## config.mk

```make
export PLATFORM = sky130hd
export DESIGN_NAME = mult_div_unit_flat
export DESIGN_NICKNAME = d
export VERILOG_FILES = /design/src/rtl/mult_div_unit_pkg.sv /design/src/rtl/mult_div_unit_if.sv /design/src/rtl/mult_div_unit.sv /design/src/flat_wrapper.sv
export SDC_FILE = /design/constraint.sdc
export NUM_CORES = 1
export LEC_CHECK = 0
export ABC_AREA = 0
export CAP_MARGIN = 20
export CORE_UTILIZATION = 50
export CTS_BUF_LIST = sky130_fd_sc_hd__clkbuf_16
export DETAILED_ROUTE_END_ITERATION = 12
export PLACE_DENSITY = 0.82
export SLEW_MARGIN = 15
export SYNTH_ARGS = -nofsm -noshare
export SYNTH_HDL_FRONTEND = slang
export SYNTH_SLANG_ARGS = --single-unit
```

## constraint.sdc

```tcl
create_clock -name clk -period 4.8 [get_ports clk]
set_input_delay 0.96 -clock clk [delete_from_list [all_inputs] [get_ports clk]]
set_output_delay 0.96 -clock clk [all_outputs]
set_load 0.01 [all_outputs]
```

## src/rtl/mult_div_unit_pkg.sv

```systemverilog
// Shared definitions for the iterative multiply/divide unit: state codes,
// operation encoding and default operand width.
package mdu_pkg;

  localparam int MDU_WIDTH = 32;

  localparam logic MD_MULT = 1'b0;
  localparam logic MD_DIV  = 1'b1;

  // State enumeration, kept as plain 2-bit codes so they drop into legacy FSMs.
  localparam logic [1:0] S_IDLE = 2'd0;
  localparam logic [1:0] S_RUN  = 2'd1;
  localparam logic [1:0] S_FIX  = 2'd2;
  localparam logic [1:0] S_DONE = 2'd3;

endpackage

```

## src/rtl/mult_div_unit_if.sv

```systemverilog
// Request/response bundle between the control unit/datapath (master)
// and the multiply/divide unit (slave).
interface mult_div_unit_if #(
  parameter int WIDTH = 32
);
  logic             start;
  logic             MDCtrl;
  logic [WIDTH-1:0] opA;
  logic [WIDTH-1:0] opB;
  logic             busy;
  logic             done;
  logic             div0;
  logic [WIDTH-1:0] hi;
  logic [WIDTH-1:0] lo;

  modport master (
    output start, MDCtrl, opA, opB,
    input  busy, done, div0, hi, lo
  );

  modport slave (
    input  start, MDCtrl, opA, opB,
    output busy, done, div0, hi, lo
  );
endinterface

```

## src/rtl/mult_div_unit.sv

```systemverilog
// Iterative signed multiply / restoring divide over operand magnitudes, one bit
// per cycle, with sign correction in a single FIX cycle before DONE.
module mult_div_unit
  import mdu_pkg::*;
#(
  parameter int WIDTH = MDU_WIDTH
) (
  input  logic           clk,
  input  logic           reset,
  mult_div_unit_if.slave bus
);

  localparam int              CW   = (WIDTH > 1) ? $clog2(WIDTH) : 1;
  localparam logic [CW-1:0]   LAST = CW'(WIDTH - 1);

  logic [1:0]         r_state;
  logic               r_op;
  logic               r_sign_a;
  logic               r_sign_b;
  logic               r_div0;
  logic [WIDTH-1:0]   r_a_mag;
  logic [WIDTH-1:0]   r_b_mag;
  logic [WIDTH-1:0]   r_hi;
  logic [WIDTH-1:0]   r_lo;
  logic [2*WIDTH-1:0] r_acc;
  logic [CW-1:0]      r_cnt;

  logic [WIDTH-1:0]   w_opa_mag;
  logic [WIDTH-1:0]   w_opb_mag;
  logic               w_is_div0;
  logic [2*WIDTH-1:0] w_mult_next;
  logic [WIDTH:0]     w_rem_shift;
  logic [WIDTH:0]     w_rem_diff;
  logic               w_q_bit;
  logic [2*WIDTH-1:0] w_div_next;
  logic               w_neg;
  logic [2*WIDTH-1:0] w_prod;
  logic [WIDTH-1:0]   w_quot;
  logic [WIDTH-1:0]   w_rem;

  assign w_opa_mag = bus.opA[WIDTH-1] ? -bus.opA : bus.opA;
  assign w_opb_mag = bus.opB[WIDTH-1] ? -bus.opB : bus.opB;
  assign w_is_div0 = (bus.MDCtrl == MD_DIV) && (bus.opB == '0);

  // Multiply walks the multiplier MSB-first: acc = 2*acc + (bit ? |a| : 0).
  assign w_mult_next = {r_acc[2*WIDTH-2:0], 1'b0}
                     + (r_b_mag[WIDTH-1] ? {{WIDTH{1'b0}}, r_a_mag} : '0);

  // Divide keeps quotient in the upper half and partial remainder in the lower
  // half; dividend bits are fed in from the MSB of r_a_mag.
  assign w_rem_shift = {r_acc[WIDTH-1:0], r_a_mag[WIDTH-1]};
  assign w_rem_diff  = w_rem_shift - {1'b0, r_b_mag};
  assign w_q_bit     = ~w_rem_diff[WIDTH];
  assign w_div_next  = {r_acc[2*WIDTH-2:WIDTH], w_q_bit,
                        w_q_bit ? w_rem_diff[WIDTH-1:0] : w_rem_shift[WIDTH-1:0]};

  assign w_neg  = r_sign_a ^ r_sign_b;
  assign w_prod = w_neg ? -r_acc : r_acc;
  assign w_quot = w_neg ? -r_acc[2*WIDTH-1:WIDTH] : r_acc[2*WIDTH-1:WIDTH];
  assign w_rem  = r_sign_a ? -r_acc[WIDTH-1:0] : r_acc[WIDTH-1:0];

  always_ff @(posedge clk or negedge reset) begin
    if (!reset) begin
      r_state  <= S_IDLE;
      r_op     <= MD_MULT;
      r_sign_a <= 1'b0;
      r_sign_b <= 1'b0;
      r_div0   <= 1'b0;
      r_a_mag  <= '0;
      r_b_mag  <= '0;
      r_hi     <= '0;
      r_lo     <= '0;
      r_acc    <= '0;
      r_cnt    <= '0;
    end else begin
      case (r_state)
        S_IDLE: begin
          if (bus.start) begin
            r_op     <= bus.MDCtrl;
            r_sign_a <= bus.opA[WIDTH-1];
            r_sign_b <= bus.opB[WIDTH-1];
            r_a_mag  <= w_opa_mag;
            r_b_mag  <= w_opb_mag;
            r_acc    <= '0;
            r_cnt    <= '0;
            r_div0   <= w_is_div0;
            r_state  <= w_is_div0 ? S_DONE : S_RUN;
          end
        end
        S_RUN: begin
          if (r_op == MD_DIV) begin
            r_acc   <= w_div_next;
            r_a_mag <= r_a_mag << 1;
          end else begin
            r_acc   <= w_mult_next;
            r_b_mag <= r_b_mag << 1;
          end
          r_cnt <= r_cnt + 1'b1;
          if (r_cnt == LAST) begin
            r_state <= S_FIX;
          end
        end
        S_FIX: begin
          if (r_op == MD_DIV) begin
            r_hi <= w_rem;
            r_lo <= w_quot;
          end else begin
            r_hi <= w_prod[2*WIDTH-1:WIDTH];
            r_lo <= w_prod[WIDTH-1:0];
          end
          r_state <= S_DONE;
        end
        default: begin
          r_state <= S_IDLE;
        end
      endcase
    end
  end

  assign bus.busy = (r_state != S_IDLE);
  assign bus.done = (r_state == S_DONE);
  assign bus.div0 = (r_state == S_DONE) && r_div0;
  assign bus.hi   = r_hi;
  assign bus.lo   = r_lo;

endmodule

```

## src/flat_wrapper.sv

```systemverilog
// flat-port wrapper written by rule: the top's interface ports become plain ports
module mult_div_unit_flat import mdu_pkg::*;
#(
  parameter int WIDTH = MDU_WIDTH
)
  (clk, reset, bus_start, bus_MDCtrl, bus_opA, bus_opB, bus_busy, bus_done, bus_div0, bus_hi, bus_lo);
  mult_div_unit_if #(.WIDTH(WIDTH)) bus_i ();
  input  logic clk;
  input  logic reset;
  input wire logic [$bits(bus_i.start)-1:0] bus_start;
  input wire logic [$bits(bus_i.MDCtrl)-1:0] bus_MDCtrl;
  input wire logic [$bits(bus_i.opA)-1:0] bus_opA;
  input wire logic [$bits(bus_i.opB)-1:0] bus_opB;
  output wire logic [$bits(bus_i.busy)-1:0] bus_busy;
  output wire logic [$bits(bus_i.done)-1:0] bus_done;
  output wire logic [$bits(bus_i.div0)-1:0] bus_div0;
  output wire logic [$bits(bus_i.hi)-1:0] bus_hi;
  output wire logic [$bits(bus_i.lo)-1:0] bus_lo;
  assign bus_i.start = bus_start;
  assign bus_i.MDCtrl = bus_MDCtrl;
  assign bus_i.opA = bus_opA;
  assign bus_i.opB = bus_opB;
  assign bus_busy = bus_i.busy;
  assign bus_done = bus_i.done;
  assign bus_div0 = bus_i.div0;
  assign bus_hi = bus_i.hi;
  assign bus_lo = bus_i.lo;
  mult_div_unit #(.WIDTH(WIDTH)) u_core (.clk(clk), .reset(reset), .bus(bus_i));
endmodule
```

# After elaboration in Yosys (flattened, before gate mapping)
# Index checks and enable logic that the tools add are counted.
# word_totals
output_inout_bits	67
register_bits	203
word_cells	64
inputBits	68
# classes
mux	24
reduce_logical	11
n_addsub	8
bitwise_logic	2
eq_ne	8
# op_table
operator	n
$mux 32	12
$mux 64	3
$neg 32->32	4
$pmux 32 s2	2
$pmux 64 s2	1
$add 64x64->64	1
$neg 64->64	1
$sub 33x32->33	1
$logic_not 32->1	1
$pmux 5 s2	1
$mux 2	3
$pmux 2 s3	1
$reduce_and 2->1	3
$reduce_and 3->1	2
$add 5x1->5 const B	1
$eq 5x5->1 const B	1
$mux 5	1
$eq 2x2->1 const B	2
$ne 2x1->1 const B	2
$ne 2x2->1 const B	2
$reduce_bool 2->1	2
$eq 2x1->1 const B	1
$logic_and 1x1->1	2
$logic_not 2->1	1
other kinds (2)	2

# Depth between registers and ports, before layout
# depth
depth_word	5
mapped_depth	14
ltp_nobuf	12

# Worst setup path before layout
# No wires, ideal clock.
# synth_timing
path_type	input to register
start	input bus_opA[16]
end	register u_core.r_a_mag[29]
path_stages	9
path_slack_ps	1213
setup_ps	133
t_required_ps	4667
arrival_time_ps	3454
path_cell_list	or4_1 or4_1 or4_1 or2_2 o41ai_1 xor2_1 nor2_1 a21oi_1 o21ai_0
# synth_via
elab_chain_len	4
# synth_rtl
element	line_no	source
start: declaration	flat_wrapper.sv:12	input wire logic [$bits(bus_i.opA)-1:0] bus_opA;
$neg 32->32	mult_div_unit.sv:41	assign w_opa_mag = bus.opA[WIDTH-1] ? -bus.opA : bus.opA;
$mux 32	mult_div_unit.sv:41	
$mux 32	mult_div_unit.sv:78	if (bus.start) begin
$pmux 32 s2	mult_div_unit.sv:76	case (r_state)
end signal: assignment	mult_div_unit.sv:82	r_a_mag <= w_opa_mag;
end signal: assignment	mult_div_unit.sv:93	r_a_mag <= r_a_mag << 1;
end: declaration	mult_div_unit.sv:21	logic [WIDTH-1:0] r_a_mag;
# Every way passes these cells. The select of a mux whose other input is x is not followed.
# A chain may end at the register's enable or synchronous reset.

# Worst setup path after layout
# layout_timing
start	register u_core.r_acc[1]
end	register u_core.r_hi[28] (netlist: u_core.bus.hi[28])
# layout_via
elab_chain_len	3
# layout_rtl
element	line_no	source
start: declaration	mult_div_unit.sv:25	logic [2*WIDTH-1:0] r_acc;
start signal: assignment	mult_div_unit.sv:92	r_acc <= w_div_next;
start signal: assignment	mult_div_unit.sv:95	r_acc <= w_mult_next;
$neg 64->64 or $neg 32->32 (tied branches)	mult_div_unit.sv:58, mult_div_unit.sv:60	
$mux 64 or $mux 32 (tied branches)	mult_div_unit.sv:58, mult_div_unit.sv:60	
$mux 32 *	mult_div_unit.sv:104	if (r_op == MD_DIV) begin
end signal: assignment	mult_div_unit.sv:105	r_hi <= w_rem;
end signal: assignment	mult_div_unit.sv:108	r_hi <= w_prod[2*WIDTH-1:WIDTH];
end: declaration	mult_div_unit.sv:23	logic [WIDTH-1:0] r_hi;
# Mark *: on every way between the ends. The rest lies on a longest branch, timed or not.

==> impl_metrics.tcl <==
set metrics [dict create \
    startpoint_type "flop" \
    hold_end "u_core.r_a_mag[1]" \
    place_area_sq_mm 0.0191 \
    crit_chain "inv_1 > ha_1 > or3b_2 > nor4_1 > nand4_1 > nor4_2 > buf_4 > a21oi_1 > nor3b_1 > xor2_1 > o221ai_1" \
    tightest_slew_ns 0.989 \
    drive_gt1_frac 0.0532 \
    stdcell_count 2769 \
    coreArea_sq_mm 0.0345 \
    swShare 0.518 \
    timing.rr.start "u_core.r_acc[1]" \
    yosys_warnings 0 \
    grt_max_degree 103 \
    dpl.hpwl_mm 40.6 \
    powerDensity_mw_per_mm2 805 \
    grt_pass1_wl_mm 87.0 \
    nets 2445 \
    min_period_ns 4.01 \
    ir_drop_mv 0.372 \
    synth_area_leaders "dfrtp_1, xor2_1, o21ai_0, nand2_1, xnor2_1" \
    fin_setup_tns_ns 0 \
    numCtsBuffers 23 \
    hold_path.class "flop to flop" \
    cts_resized 0 \
    fin_skew_ns 0.0186 \
    yosysSeqAreaShare 0.289 \
    post_drt_via_cell_ratio 6.12 \
    rrSetupSlack_ns 0.79 \
    hold_viol 0 \
    port_buffers 134 \
    wire_per_inst_um 19.6 \
    rsz0062_at_grt "false" \
    place_inst 2730 \
    critPathMaxStageDelay_ns 0.76 \
    internal-power_mw 7.71 \
    synth.largest_area_cell "dfrtp_1" \
    syn-cell-area_sq_mm 0.0176 \
    p_clk_frac 0.114 \
    root_buffer "clkbuf_16" \
    synth.top_cells.by_count "nand2_1, o21ai_0, dfrtp_1" \
    yosysMostFrequentCell "nand2_1" \
    synth.distinct_cells 86 \
    seqPwrFrac 0.204 \
    cts_tree "done" \
    rr_worst_depth 11 \
    grt_overflow 0 \
    cap_violations 0 \
    timing_max_transition_violations_final 0 \
    first_pass_iters 8 \
    synth_top_cell_area_share 0.289 \
    pin_count 135 \
    drc 0 \
    die_w_um 189 \
    critPathArrivalTime_ns 4.39 \
    antenna_found_initial 0 \
    final_cell_area_sq_mm 0.0199 \
    htreeDepth 1 \
    required_ns 5.18 \
    cts_buffer_depth 3 \
    slew-limit-headroom 0.339 \
    fmax_ghz 0.249 \
    globalRouteTotalUtil 0.302 \
    row_count 68 \
    gp_congestion 0.994 \
    grt_pass1_vias 16275 \
    ant_nets 0 \
    syn_nets 2423 \
    cts.sinks 203 \
    cts_hold_buf 0 \
    worst-path-max-fanout 9 \
    async_flop_share 1.00 \
    holdPathStages 2 \
    die_height_um 189 \
    outcome "completed" \
    syn2layout_area_growth_pct 13.1 \
    slowest_stage "nor4_1" \
    cp-end-kind "flop" \
    start_util 0.508 \
    wirelength_mm 54.3 \
    synth_cells 2278 \
    dieArea_sq_mm 0.0359 \
    fin_crit_sh 0.835 \
    clk_pin_slew_ns 0.06 \
    p_switching_mw 8.28 \
    antenna_cells 0 \
    syn_avg_cell_area_sq_um 7.71 \
    post-cts-setup-buffers 0 \
    p_comb_frac 0.683 \
    ys_seq_elements 203 \
    synth_edf_count 0 \
    num_vias 16951 \
    holdCritStartpoint "u_core.r_a_mag[1]" \
    critical_path_class "flop to flop" \
    clkLatencyLatePin_ns 0.54 \
    p_leak_nw 8.49 \
    finish.utilization 0.575 \
    setup_viol 0 \
    first_iter_violations 1221 \
    r2r_end "u_core.bus.hi[28]" \
    synthFlopType "dfrtp_1" \
]
[worst max path at each step]
stage / from / endpoint / depth (start not counted)
2_1_floorplan: bus_opA[16] / u_core.r_a_mag[29] / 9
3_3_place_gp: bus_opA[16] / u_core.r_a_mag[29] / 10
3_5_place_dp: bus_opA[16] / u_core.r_a_mag[29] / 10
4_1_cts: u_core.r_acc[1] / u_core.bus.hi[28] / 11
5_1_grt: u_core.r_acc[1] / u_core.bus.hi[14] / 13
6_report: u_core.r_acc[1] / u_core.bus.hi[28] / 11
[cells by family (layout without fill, tap and decap cells)]
logic type / count (synthesis) / after routing / share of synthesized area
buf+inv: 268 / 304 / 0.0619
compound gates: 690 / 690 / 0.242
fa+ha+maj: 77 / 77 / 0.0557
flops: 203 / 203 / 0.289
simple gates: 752 / 752 / 0.203
xor+xnor: 256 / 256 / 0.128
mux: 32 / 32 / 0.0205
[power groups by stage]
stage	clock [mW]	sequential (mW)	combinational (mW)
finish	1.82	3.26	10.9
global route	1.92	3.33	11.9
CTS	1.85	3.23	10.8
detailed placement	0	3.25	10.7
global placement	0	3.21	10.5
floorplan	0	2.95	7.78
[placed cells by master (no fill, tap or decap), types with 16 or more instances in the layout]
| master | netlist | final |
|---|---|---|
| nand2_1 | 276 | 276 |
| o21ai_0 | 238 | 237 |
| dfrtp_1 | 203 | 202 |
| nor2_1 | 192 | 192 |
| a21oi_1 | 178 | 178 |
| xor2_1 | 148 | 147 |
| clkdlybuf4s50_1 | 0 | 133 |
| xnor2_1 | 108 | 106 |
| inv_1 | 95 | 97 |
| ha_1 | 75 | 73 |
| o211ai_1 | 57 | 57 |
| nand3_1 | 48 | 48 |
| and2_1 | 44 | 44 |
| o31ai_1 | 37 | 37 |
| nor3_1 | 35 | 35 |
| buf_4 | 7 | 35 |
| a21o_1 | 28 | 28 |
| or3_1 | 23 | 23 |
| clkbuf_16 | 0 | 23 |
| a22oi_1 | 20 | 20 |
| nor2b_1 | 19 | 19 |
| nand2b_1 | 18 | 18 |
| mux2_2 | 17 | 17 |
| nand4_1 | 16 | 16 |
| o41ai_1 | 16 | 16 |
[registers in the layout, indices dropped and copies added, names as in the netlist, 2 cells and up]
register        flops
u_core.r_acc       64
u_core.bus.hi      32
u_core.bus.lo      32
u_core.r_a_mag     32
u_core.r_b_mag     32
u_core.r_cnt        5
u_core.r_state      2
[area by class of cell]
cell class	instances	area [sq um]
clock buffers	23	576
clock inverters	16	185
fillers	3136	14700
inverters	95	357
multi-input cells	1807	11500
flip-flops and latches	203	5080
well taps	455	569
repair buffers	170	1630
[worst max-delay path, delay by kind of cell, from the launching register on]
| kind | cells | cell delay, ns |
|---|---|---|
| buffers and inverters | 2 | 0.39 |
| and+or+nand+nor | 5 | 2.27 |
| AOI/OAI and AO/OA | 2 | 0.29 |
| adders and majority gates | 1 | 0.21 |
| xor gates and xnor gates | 1 | 0.18 |
| DFF | 1 | 0.49 |
[routing by layer]
layer  wire [um]  track usage
met3        3580       0.0443
met1       23000        0.392
met5           0            0
met4        2420        0.132
met2       25300        0.498
[metrics by stage]
stage / hold WS (ns) / worst slack [ns] / total power [mW]
after floorplan: 0.459 / 1.21 / 10.7
after global placement: 0.483 / 0.551 / 13.7
after detailed placement: 0.493 / 0.490 / 14.0
after CTS: 0.501 / 0.886 / 15.8
after global routing: 0.523 / 0.548 / 17.2
final: 0.502 / 0.792 / 16.0
No activity file was read; power rests on OpenSTA's default activity.
